<file path="config.mk">
export PLATFORM = sky130hd
export DESIGN_NAME = vector_list_sequencer
export DESIGN_NICKNAME = d
export VERILOG_FILES = /design/src/rtl/vector_pkg.sv /design/src/rtl/vector_cmd_fifo.sv /design/src/rtl/vector_list_sequencer.sv
export SDC_FILE = /design/constraint.sdc
export NUM_CORES = 1
export LEC_CHECK = 0
export CAP_MARGIN = 0
export CORE_UTILIZATION = 35
export DETAILED_ROUTE_END_ITERATION = 10
export PLACE_DENSITY_LB_ADDON = 0.12
export SLEW_MARGIN = 15
export SYNTH_ARGS = -nofsm -noshare
export SYNTH_HDL_FRONTEND = slang
export SYNTH_HIERARCHICAL = 1
export SYNTH_SLANG_ARGS = --single-unit
</file>
<file path="constraint.sdc">
create_clock -name clk -period 8.9 [get_ports clk]
set_input_delay 1.335 -clock clk [delete_from_list [all_inputs] [get_ports clk]]
set_output_delay 1.335 -clock clk [all_outputs]
set_load 0.01 [all_outputs]
</file>
<file path="src/rtl/vector_pkg.sv">
// Shared types for the vector list sequencer: opcodes, command record, FSM states.
package vector_pkg;

  localparam int unsigned COORD_W = 12;

  typedef enum logic [1:0] {
    OpNop      = 2'b00,
    OpJump     = 2'b01,
    OpDraw     = 2'b10,
    OpEndFrame = 2'b11
  } op_e;

  typedef struct packed {
    op_e                op;
    logic [COORD_W-1:0] x;
    logic [COORD_W-1:0] y;
  } vector_cmd_t;

  typedef enum logic [2:0] {
    StIdle,
    StIssue,
    StWaitAck,
    StWaitDone,
    StSettle,
    StFrame
  } state_e;

endpackage

</file>
<file path="src/rtl/vector_cmd_fifo.sv">
// Synchronous command FIFO with registered full/empty flags; push while full is dropped.
module vector_cmd_fifo #(
  parameter int unsigned WIDTH = 26,
  parameter int unsigned DEPTH = 16
) (
  input  logic             clk,
  input  logic             reset,
  input  logic             push,
  input  logic             pop,
  input  logic [WIDTH-1:0] wdata,
  output logic [WIDTH-1:0] rdata,
  output logic             full,
  output logic             empty
);

  localparam int unsigned PtrW = (DEPTH > 1) ? $clog2(DEPTH) : 1;
  localparam int unsigned CntW = PtrW + 1;

  logic [WIDTH-1:0] mem_q [DEPTH];
  logic [PtrW-1:0]  wr_ptr_q, rd_ptr_q;
  logic [CntW-1:0]  count_q, count_d;
  logic             full_q, empty_q;
  logic             do_push, do_pop;

  assign do_push = push && !full_q;
  assign do_pop  = pop && !empty_q;

  always_comb begin
    count_d = count_q;
    case ({do_push, do_pop})
      2'b10:   count_d = count_q + CntW'(1);
      2'b01:   count_d = count_q - CntW'(1);
      default: count_d = count_q;
    endcase
  end

  always_ff @(posedge clk) begin
    if (!reset) begin
      wr_ptr_q <= '0;
      rd_ptr_q <= '0;
      count_q  <= '0;
      full_q   <= 1'b0;
      empty_q  <= 1'b1;
    end else begin
      if (do_push) wr_ptr_q <= wr_ptr_q + PtrW'(1);
      if (do_pop)  rd_ptr_q <= rd_ptr_q + PtrW'(1);
      count_q <= count_d;
      full_q  <= (count_d == CntW'(DEPTH));
      empty_q <= (count_d == '0);
    end
  end

  // Storage needs no reset; pointers and flags define validity.
  always_ff @(posedge clk) begin
    if (do_push) mem_q[wr_ptr_q] <= wdata;
  end

  assign rdata = mem_q[rd_ptr_q];
  assign full  = full_q;
  assign empty = empty_q;

endmodule

</file>
<file path="src/rtl/vector_list_sequencer.sv">
// Pops buffered JUMP/DRAW/END_FRAME commands and hands them to a line drawer one at a time.
module vector_list_sequencer
  import vector_pkg::*;
#(
  parameter int unsigned COORD_W     = vector_pkg::COORD_W,
  parameter int unsigned FIFO_DEPTH  = 16,
  parameter int unsigned JUMP_SETTLE = 8,
  parameter int unsigned ACK_TIMEOUT = 4
) (
  input  logic               clk,
  input  logic               reset,
  input  logic               enable,
  input  logic               cmd_valid,
  output logic               cmd_ready,
  input  logic [1:0]         cmd_op,
  input  logic [COORD_W-1:0] cmd_x,
  input  logic [COORD_W-1:0] cmd_y,
  output logic [COORD_W-1:0] x,
  output logic [COORD_W-1:0] y,
  output logic               draw,
  output logic               jump,
  input  logic               ready,
  output logic               busy,
  output logic               frame_done,
  output logic [15:0]        frame_count
);

  localparam int unsigned EntryW     = 2 + 2 * COORD_W;
  localparam logic [15:0] AckLast    = (ACK_TIMEOUT > 0) ? 16'(ACK_TIMEOUT - 1) : 16'd0;
  localparam logic [15:0] SettleLast = (JUMP_SETTLE > 0) ? 16'(JUMP_SETTLE - 1) : 16'd0;

  logic              fifo_full, fifo_empty, fifo_pop;
  logic [EntryW-1:0] fifo_wdata, fifo_rdata;
  op_e               head_op;
  logic [COORD_W-1:0] head_x, head_y;

  state_e             state_q, state_d;
  logic [15:0]        cnt_q, cnt_d;
  logic               is_jump_q, is_jump_d;
  logic [COORD_W-1:0] x_q, x_d, y_q, y_d;
  logic               draw_q, draw_d, jump_q, jump_d;
  logic               frame_done_q, frame_done_d;
  logic [15:0]        frame_count_q, frame_count_d;
  logic               complete;

  assign fifo_wdata = {cmd_op, cmd_x, cmd_y};
  assign head_op    = op_e'(fifo_rdata[EntryW-1 -: 2]);
  assign head_x     = fifo_rdata[2*COORD_W-1 -: COORD_W];
  assign head_y     = fifo_rdata[COORD_W-1:0];

  vector_cmd_fifo #(
    .WIDTH (EntryW),
    .DEPTH (FIFO_DEPTH)
  ) u_fifo (
    .clk   (clk),
    .reset (reset),
    .push  (cmd_valid),
    .pop   (fifo_pop),
    .wdata (fifo_wdata),
    .rdata (fifo_rdata),
    .full  (fifo_full),
    .empty (fifo_empty)
  );

  always_comb begin
    state_d       = state_q;
    cnt_d         = cnt_q;
    is_jump_d     = is_jump_q;
    x_d           = x_q;
    y_d           = y_q;
    draw_d        = 1'b0;
    jump_d        = 1'b0;
    frame_done_d  = 1'b0;
    frame_count_d = frame_count_q;
    fifo_pop      = 1'b0;
    complete      = 1'b0;

    unique case (state_q)
      StIdle: begin
        if (enable && !fifo_empty && ready) begin
          fifo_pop = 1'b1;
          // Pulses are registered here so they appear during the ISSUE/FRAME cycle.
          case (head_op)
            OpNop: state_d = StIdle;
            OpEndFrame: begin
              state_d       = StFrame;
              frame_done_d  = 1'b1;
              frame_count_d = frame_count_q + 16'd1;
            end
            default: begin
              state_d   = StIssue;
              x_d       = head_x;
              y_d       = head_y;
              is_jump_d = (head_op == OpJump);
              jump_d    = (head_op == OpJump);
              draw_d    = (head_op == OpDraw);
            end
          endcase
        end
      end
      StIssue: begin
        state_d = StWaitAck;
        cnt_d   = '0;
      end
      StWaitAck: begin
        if (!ready) begin
          state_d = StWaitDone;
        end else if (cnt_q >= AckLast) begin
          complete = 1'b1;  // drawer never went busy: zero-length move
        end else begin
          cnt_d = cnt_q + 16'd1;
        end
      end
      StWaitDone: begin
        if (ready) complete = 1'b1;
      end
      StSettle: begin
        if (cnt_q >= SettleLast) state_d = StIdle;
        else                     cnt_d   = cnt_q + 16'd1;
      end
      StFrame: state_d = StIdle;
      default: state_d = StIdle;
    endcase

    if (complete) begin
      if (is_jump_q && (JUMP_SETTLE != 0)) begin
        state_d = StSettle;
        cnt_d   = '0;
      end else begin
        state_d = StIdle;
      end
    end
  end

  always_ff @(posedge clk) begin
    if (!reset) begin
      state_q       <= StIdle;
      cnt_q         <= '0;
      is_jump_q     <= 1'b0;
      x_q           <= '0;
      y_q           <= '0;
      draw_q        <= 1'b0;
      jump_q        <= 1'b0;
      frame_done_q  <= 1'b0;
      frame_count_q <= '0;
    end else begin
      state_q       <= state_d;
      cnt_q         <= cnt_d;
      is_jump_q     <= is_jump_d;
      x_q           <= x_d;
      y_q           <= y_d;
      draw_q        <= draw_d;
      jump_q        <= jump_d;
      frame_done_q  <= frame_done_d;
      frame_count_q <= frame_count_d;
    end
  end

  assign cmd_ready   = !fifo_full;
  assign x           = x_q;
  assign y           = y_q;
  assign draw        = draw_q;
  assign jump        = jump_q;
  assign busy        = (state_q != StIdle);
  assign frame_done  = frame_done_q;
  assign frame_count = frame_count_q;

endmodule

</file>
==> impl_metrics.env, run 1 <==
export IMPL_wl_per_cell_um=22.92
export IMPL_gp_congestion=0.7450
export IMPL_die_area_mm2=0.05571
export IMPL_rsz0062_at_grt="no"
export IMPL_run_status="complete, no violations"
export IMPL_ys_warn_count=6
export IMPL_cts_hold_buf=0
export IMPL_drtAntennaViolNets=0
export IMPL_max_freq_ghz=0.2453
export IMPL_critPathKind="reg -> reg"
export IMPL_relSlewSlack=0.2001
export IMPL_synth_flop_cell="edfxtp_1"
export IMPL_placementRows=85
export IMPL_path_clk_slew_ns=0.06
export IMPL_nets=1143
export IMPL_tns_ns=0
export IMPL_die_x_um=236.0
export IMPL_ys_seq_area_frac=0.7372
export IMPL_period_minus_slack_ns=4.076
export IMPL_die_h_um=236.0
export IMPL_hold_viol=0
export IMPL_vias=9423
export IMPL_worstReg2RegEnd="x[1]$_SDFFE_PN0P_"
export IMPL_antenna_found_initial=0
export IMPL_postCtsSetupBuffers=0
export IMPL_worstPathRequired_ns=9.43
export IMPL_setup_violations=0
export IMPL_synth_seq_cells=498
export IMPL_drive_gt1_frac=0.2229
export IMPL_first_pass_iters=6
export IMPL_p_per_area_mw_per_mm2=221.3
export IMPL_final_max_slew_viol_count=0
export IMPL_cts_root_buf="clkbuf_16"
export IMPL_end_kind="register"
export IMPL_max_slew_worst_pin_slew_ns=1.197
export IMPL_finClkSkew_ns=0.02227
export IMPL_hold_class="reg -> reg"
export IMPL_grt_pass1_wl_um=64640
export IMPL_fin_area_mm2=0.02255
export IMPL_clkSinkCount=498
export IMPL_grt_max_degree=78
export IMPL_numCtsBuffers=53
export IMPL_postPlaceCellArea_mm2=0.02080
export IMPL_drcViolationCount=0
export IMPL_fillers=4771
export IMPL_num_antenna_cells=0
export IMPL_ctsResizeCount=0
export IMPL_maxCapViolCount=0
export IMPL_period_share=0.4580
export IMPL_crit_path_start_kind="register"
export IMPL_async_flop_share=0
export IMPL_initial_utilization=0.3555
export IMPL_cts_path_max_buffers=3
export IMPL_syn_inst=1000
export IMPL_syn_cell_area_mm2=0.01917
export IMPL_dp_hpwl_um=23640
export IMPL_synth_area_per_cell_um2=19.17
export IMPL_design_core_area_mm2=0.05392
export IMPL_cts_tree="built"
export IMPL_min_to="x[8]$_SDFFE_PN0P_"
export IMPL_synth_fp_nets=1044
export IMPL_num_io_pins=76
export IMPL_worstPathArrival_ns=4.60
export IMPL_cts_max_level=2
export IMPL_port_buffers=75
export IMPL_hold_path_depth=2
export IMPL_grt_pass1_vias=9929
export IMPL_hp_start="x[8]$_SDFFE_PN0P_"
export IMPL_cp_max_fo=46
export IMPL_wl_um=42170
export IMPL_power_leakage_nw=6.910
export IMPL_clk_latency_ns=0.61
export IMPL_r2r_cells=10
export IMPL_ir_drop_mv=0.1632
export IMPL_rrSetupSlack_ns=4.82
export IMPL_drtIter0Drc=553
export IMPL_track_usage=0.1563
export IMPL_drt_vias_per_instance=5.121
export IMPL_synth_cell_types=55
export IMPL_area_growth_syn_to_layout_pct=17.60
export IMPL_grt_overflow=0
export IMPL_synth_edf_count=416
## cell usage after synthesis (all sizes together) (10+ instances only)
cell type | instances | area [um^2]
edfxtp | 416 | 12490
mux4 | 130 | 2928
ha | 13 | 162.7
nor2 | 50 | 187.7
xnor2 | 16 | 140.1
and2 | 12 | 75.07
dfxtp | 82 | 1642
inv | 15 | 56.31
o21ai | 10 | 50.04
nor3 | 15 | 86.34
nand2 | 72 | 270.3
buf | 27 | 172.7
a21oi | 41 | 205.2
clkbuf | 20 | 75.07
## kinds of logic after synthesis
kind of cell / count (synthesis) / share of synthesized area
and+or+nand+nor: 207 / 0.05528
muxes: 131 / 0.1532
AOI/OAI and AO/OA: 65 / 0.01945
adders and majority gates: 13 / 0.008485
DFF: 498 / 0.7372
buffers and inverters: 64 / 0.01625
xor gates and xnor gates: 22 / 0.01005
## sequential cells by signal, indices dropped and copies added, names as in the netlist, named ones only
| register | flops |
|---|---|
| u_fifo/rd_ptr_q | 4 |
| y | 12 |
| cnt_q | 16 |
| u_fifo/mem_q | 416 |
| x | 12 |
| is_jump_q | 1 |
| u_fifo/wr_ptr_q | 4 |
| state_q | 3 |
| u_fifo/full | 1 |
| draw | 1 |
| jump | 1 |
| frame_done | 1 |
| u_fifo/empty | 1 |
| frame_count | 16 |
| u_fifo/count_q | 5 |
## routing by layer
metal | track usage | wire, um | share of wire
met4 | 0.04833 | 926 | 0.022
met1 | 0.2178 | 19490 | 0.46
met5 | 0 | 0 | 0
met3 | 0.02294 | 1469 | 0.035
met2 | 0.2532 | 20280 | 0.48
## worst max path at each step
stage	startpoint	endpoint	slack, ns	cells after the start
floorplan	cmd_valid	u_fifo/mem_q[3][0]$_DFFE_PP_	4.88	4
global placement	cmd_valid	u_fifo/mem_q[0][18]$_DFFE_PP_	4.42	6
detailed placement	ready	u_fifo/full$_SDFF_PN0_	4.48	12
CTS	register	y[7]$_SDFFE_PN0P_	4.69	10
global route	register	y[3]$_SDFFE_PN0P_	4.53	10
finish	register	x[1]$_SDFFE_PN0P_	4.82	10
## cell usage in the layout (no fill, tap or decap), types with 6 or more instances in the layout
cell,count
xor2_1,6
clkdlybuf4s50_1,75
mux4_2,130
clkbuf_8,7
nand2b_1,7
ha_1,13
nor2_4,12
and2_1,12
nand3_1,9
nand2_1,72
clkbuf_16,54
clkinv_1,6
edfxtp_1,416
xnor2_1,16
inv_1,13
clkinv_2,7
a21oi_1,41
nor3b_1,7
clkbuf_1,21
buf_4,13
nand4_1,6
nor3_1,10
o21ai_0,9
nor2_1,38
dfxtp_1,78
## layout make-up
| class | count | area (um^2) | area share |
|---|---|---|---|
| sequential | 498 | 14140 | 0.6273 |
| multi-input combinational | 438 | 4842 | 0.2148 |
| clock buffer | 82 | 1526 | 0.06771 |
| timing repair buffer | 91 | 910.9 | 0.04040 |
| tap | 696 | 870.8 | 0.03863 |
| clock inverter | 18 | 187.7 | 0.008325 |
| inverter | 17 | 63.81 | 0.002830 |
## per-stage QoR
stage | power (W) | util | worst slack, ns | hold slack, ns | std cells
floorplan | 0.002773 | - | 4.877 | 0.4308 | 1000
global placement | 0.002880 | 0.3854 | 4.423 | 0.4423 | 1738
detailed placement | 0.002884 | 0.3858 | 4.481 | 0.4479 | 1739
CTS | 0.005059 | 0.4176 | 4.689 | 0.4566 | 1839
global route | 0.005161 | 0.4181 | 4.532 | 0.4675 | 1840
finish | 0.004990 | 0.4181 | 4.824 | 0.4549 | 1840
## critical path: stages, from the launching register on
cell,delay (ns)
dfxtp_4,0.65
buf_4,0.56
buf_4,0.70
mux4_2,0.44
mux4_2,0.53
inv_1,0.11
ha_1,0.25
nand2_1,0.06
buf_4,0.38
nand2_1,0.11
a21oi_1,0.15
## report_power, final
part           leakage, nW  internal, W  switching (W)  total (W)
Combinational         1.65     0.000102       0.000139   0.000242
Clock                0.835      0.00127       0.000893    0.00216
Sequential            4.42      0.00256      0.0000272    0.00259
(Power assumes the default switching activity.)
==> run 2, diff against run 1 <==
Clock period 8.9 ns to 3.9 ns, I/O delays scaled along.
==> run 2 against run 1 <==
Compared with the run above: sequential cell count unchanged; sequential share of layout area down 0.63 points; die area unchanged; setup slack worse by 4.0 ns; clock-buffer cell count down 14; utilization up 0.43 points; cell count up 1.1%; wire length up 3.4%; clock skew up 0.010 ns; critical path type unchanged.
==> impl_metrics.env, run 2 (synthesis gave the netlist of run 1 again) <==
export IMPL_design_core_area_mm2=0.05392
export IMPL_drive_gt1_frac=0.2354
export IMPL_num_antenna_cells=0
export IMPL_max_slew_worst_pin_slew_ns=0.7866
export IMPL_drcViolationCount=0
export IMPL_clkSinkCount=498
export IMPL_ir_drop_mv=0.3081
export IMPL_path_cells="nor3_4 -> and2_1 -> nand2b_1 -> inv_2 -> nand2_1 -> xnor2_1 -> ha_1 -> a21oi_1 -> a21boi_0 -> o21ba_1 -> o2111ai_1 -> nor3b_1"
export IMPL_placementRows=85
export IMPL_period_share=0.7856
export IMPL_power_leakage_nw=7.032
export IMPL_grt_pass1_wl_um=65060
export IMPL_drtAntennaViolNets=0
export IMPL_tns_ns=0
export IMPL_run_status="complete, no violations"
export IMPL_cp_max_fo=12
export IMPL_ctsResizeCount=0
export IMPL_finClkSkew_ns=0.03259
export IMPL_largest_reg_flops=416
export IMPL_end_kind="register"
export IMPL_cts_hold_buf=0
export IMPL_drtIter0Drc=648
export IMPL_final_max_slew_viol_count=0
export IMPL_postCtsSetupBuffers=0
export IMPL_p_per_area_mw_per_mm2=502.9
export IMPL_regMostFlops="u_fifo/mem_q"
export IMPL_relSlewSlack=0.4756
export IMPL_antenna_found_initial=1
export IMPL_critPathSlowestCell="dfxtp_1"
export IMPL_crit_path_start_kind="register"
export IMPL_grt_overflow=0
export IMPL_fillers=4750
export IMPL_grtUsageMet2=0.2638
export IMPL_first_pass_iters=4
export IMPL_maxCapViolCount=0
export IMPL_vias=9525
export IMPL_critical_path_max_stage_delay_ns=0.44
export IMPL_port_buffers=75
export IMPL_layout_commonest_cell="edfxtp_1"
export IMPL_drt_vias_per_instance=5.121
export IMPL_mostFrequentLayoutCells="edfxtp_1, mux4_2, dfxtp_1, clkdlybuf4s50_1, nand2_1"
export IMPL_cts_root_buf="clkbuf_16"
export IMPL_cts_path_max_buffers=3
export IMPL_hold_viol=0
export IMPL_period_minus_slack_ns=3.064
export IMPL_use_met1=0.2190
export IMPL_die_h_um=236.0
export IMPL_wl_um=43590
export IMPL_worstPathArrival_ns=3.58
export IMPL_gp_congestion=0.7672
export IMPL_max_freq_ghz=0.3264
export IMPL_nets=1163
export IMPL_worst_path_buf_inv=1
export IMPL_cts_tree="built"
export IMPL_rsz0062_at_grt="no"
export IMPL_numCtsBuffers=54
export IMPL_path_clk_slew_ns=0.06
export IMPL_clk_latency_ns=0.62
export IMPL_die_area_mm2=0.05571
export IMPL_met3_usage=0.02972
export IMPL_grt_pass1_vias=9783
export IMPL_dp_hpwl_um=24760
export IMPL_worstPathRequired_ns=4.42
export IMPL_grt_max_degree=50
export IMPL_hold_class="reg -> reg"
export IMPL_initial_utilization=0.3555
export IMPL_wl_per_cell_um=23.44
export IMPL_track_usage=0.1604
export IMPL_total_power_w=0.01145
export IMPL_setup_violations=0
export IMPL_num_io_pins=76
export IMPL_busiest_layer="met2"
export IMPL_cts_max_level=2
export IMPL_critPathKind="reg -> reg"
export IMPL_area_growth_syn_to_layout_pct=18.80
export IMPL_crit_family="simple AND/OR/NAND/NOR gates"
export IMPL_die_x_um=236.0
[run 2: cell types whose count changed in the layout (fill, tap and decap cells not counted)]
| cell | change |
|---|---|
| clkinvlp_4 | +2 |
| clkinv_1 | +9 |
| bufinv_16 | +2 |
| nor3_4 | -1 |
| clkbuf_8 | -6 |
| clkbuf_1 | -8 |
| buf_16 | -1 |
| buf_4 | +13 |
| inv_16 | +1 |
| buf_8 | -1 |
| nor3_2 | +1 |
| buf_12 | +8 |
| clkinv_2 | +1 |
[run 2: per-stage QoR]
step,utilization,worst slack [ns],instances,hold slack (ns),cell area (um^2)
after floorplan,-,0.6267,1000,0.4308,19170
after global placement,0.3902,0.4461,1759,0.4424,21040
after detailed placement,0.3902,0.4381,1759,0.4469,21040
after CTS,0.4224,0.7492,1860,0.4579,22780
after global routing,0.4224,0.5567,1860,0.4729,22780
final,0.4224,0.8360,1860,0.4531,22780
[run 2: final timing paths]
path                                start                     end  slack [ns]  cells after the start
setup reg to reg  state_q[0]$_SDFFE_PN0P_  u_fifo/full$_SDFF_PN0_        0.84                     12
hold reg to reg         x[8]$_SDFFE_PN0P_       x[8]$_SDFFE_PN0P_        0.45                      2
hold / removal          x[8]$_SDFFE_PN0P_       x[8]$_SDFFE_PN0P_        0.45                      2
setup / recovery  state_q[0]$_SDFFE_PN0P_  u_fifo/full$_SDFF_PN0_        0.84                     12
[run 2: tightest hold or removal path: cells and delay by family, from the launching register on]
| family | cells | cell delay (ns) |
|---|---|---|
| flip-flops | 1 | 0.30 |
| AO/OA/AOI/OAI | 1 | 0.05 |
| AND/OR/NAND/NOR | 1 | 0.05 |
[run 2: final cells by class]
cell class              count  area, um^2  area share
inverters                  17       63.81    0.002802
repair buffers            110        1126     0.04944
clock buffers              68        1414     0.06208
flip-flops and latches    498       14140      0.6210
well taps                 696       870.8     0.03824
clock inverters            33       321.6     0.01412
multi-input cells         438        4836      0.2123
[run 2: power by group]
group / internal (W) / switching [W]
clock: 0.00291 / 0.00210
sequential: 0.00584 / 0.0000584
combinational: 0.000234 / 0.000314
total: 0.00898 / 0.00247
[run 2: per-layer routing]
metal / vias to the layer above / routed length (um)
met1: 5028 / 19930
met2: 188 / 21040
met5: - / 17
met4: 2 / 865
li1: 4246 / -
met3: 61 / 1749
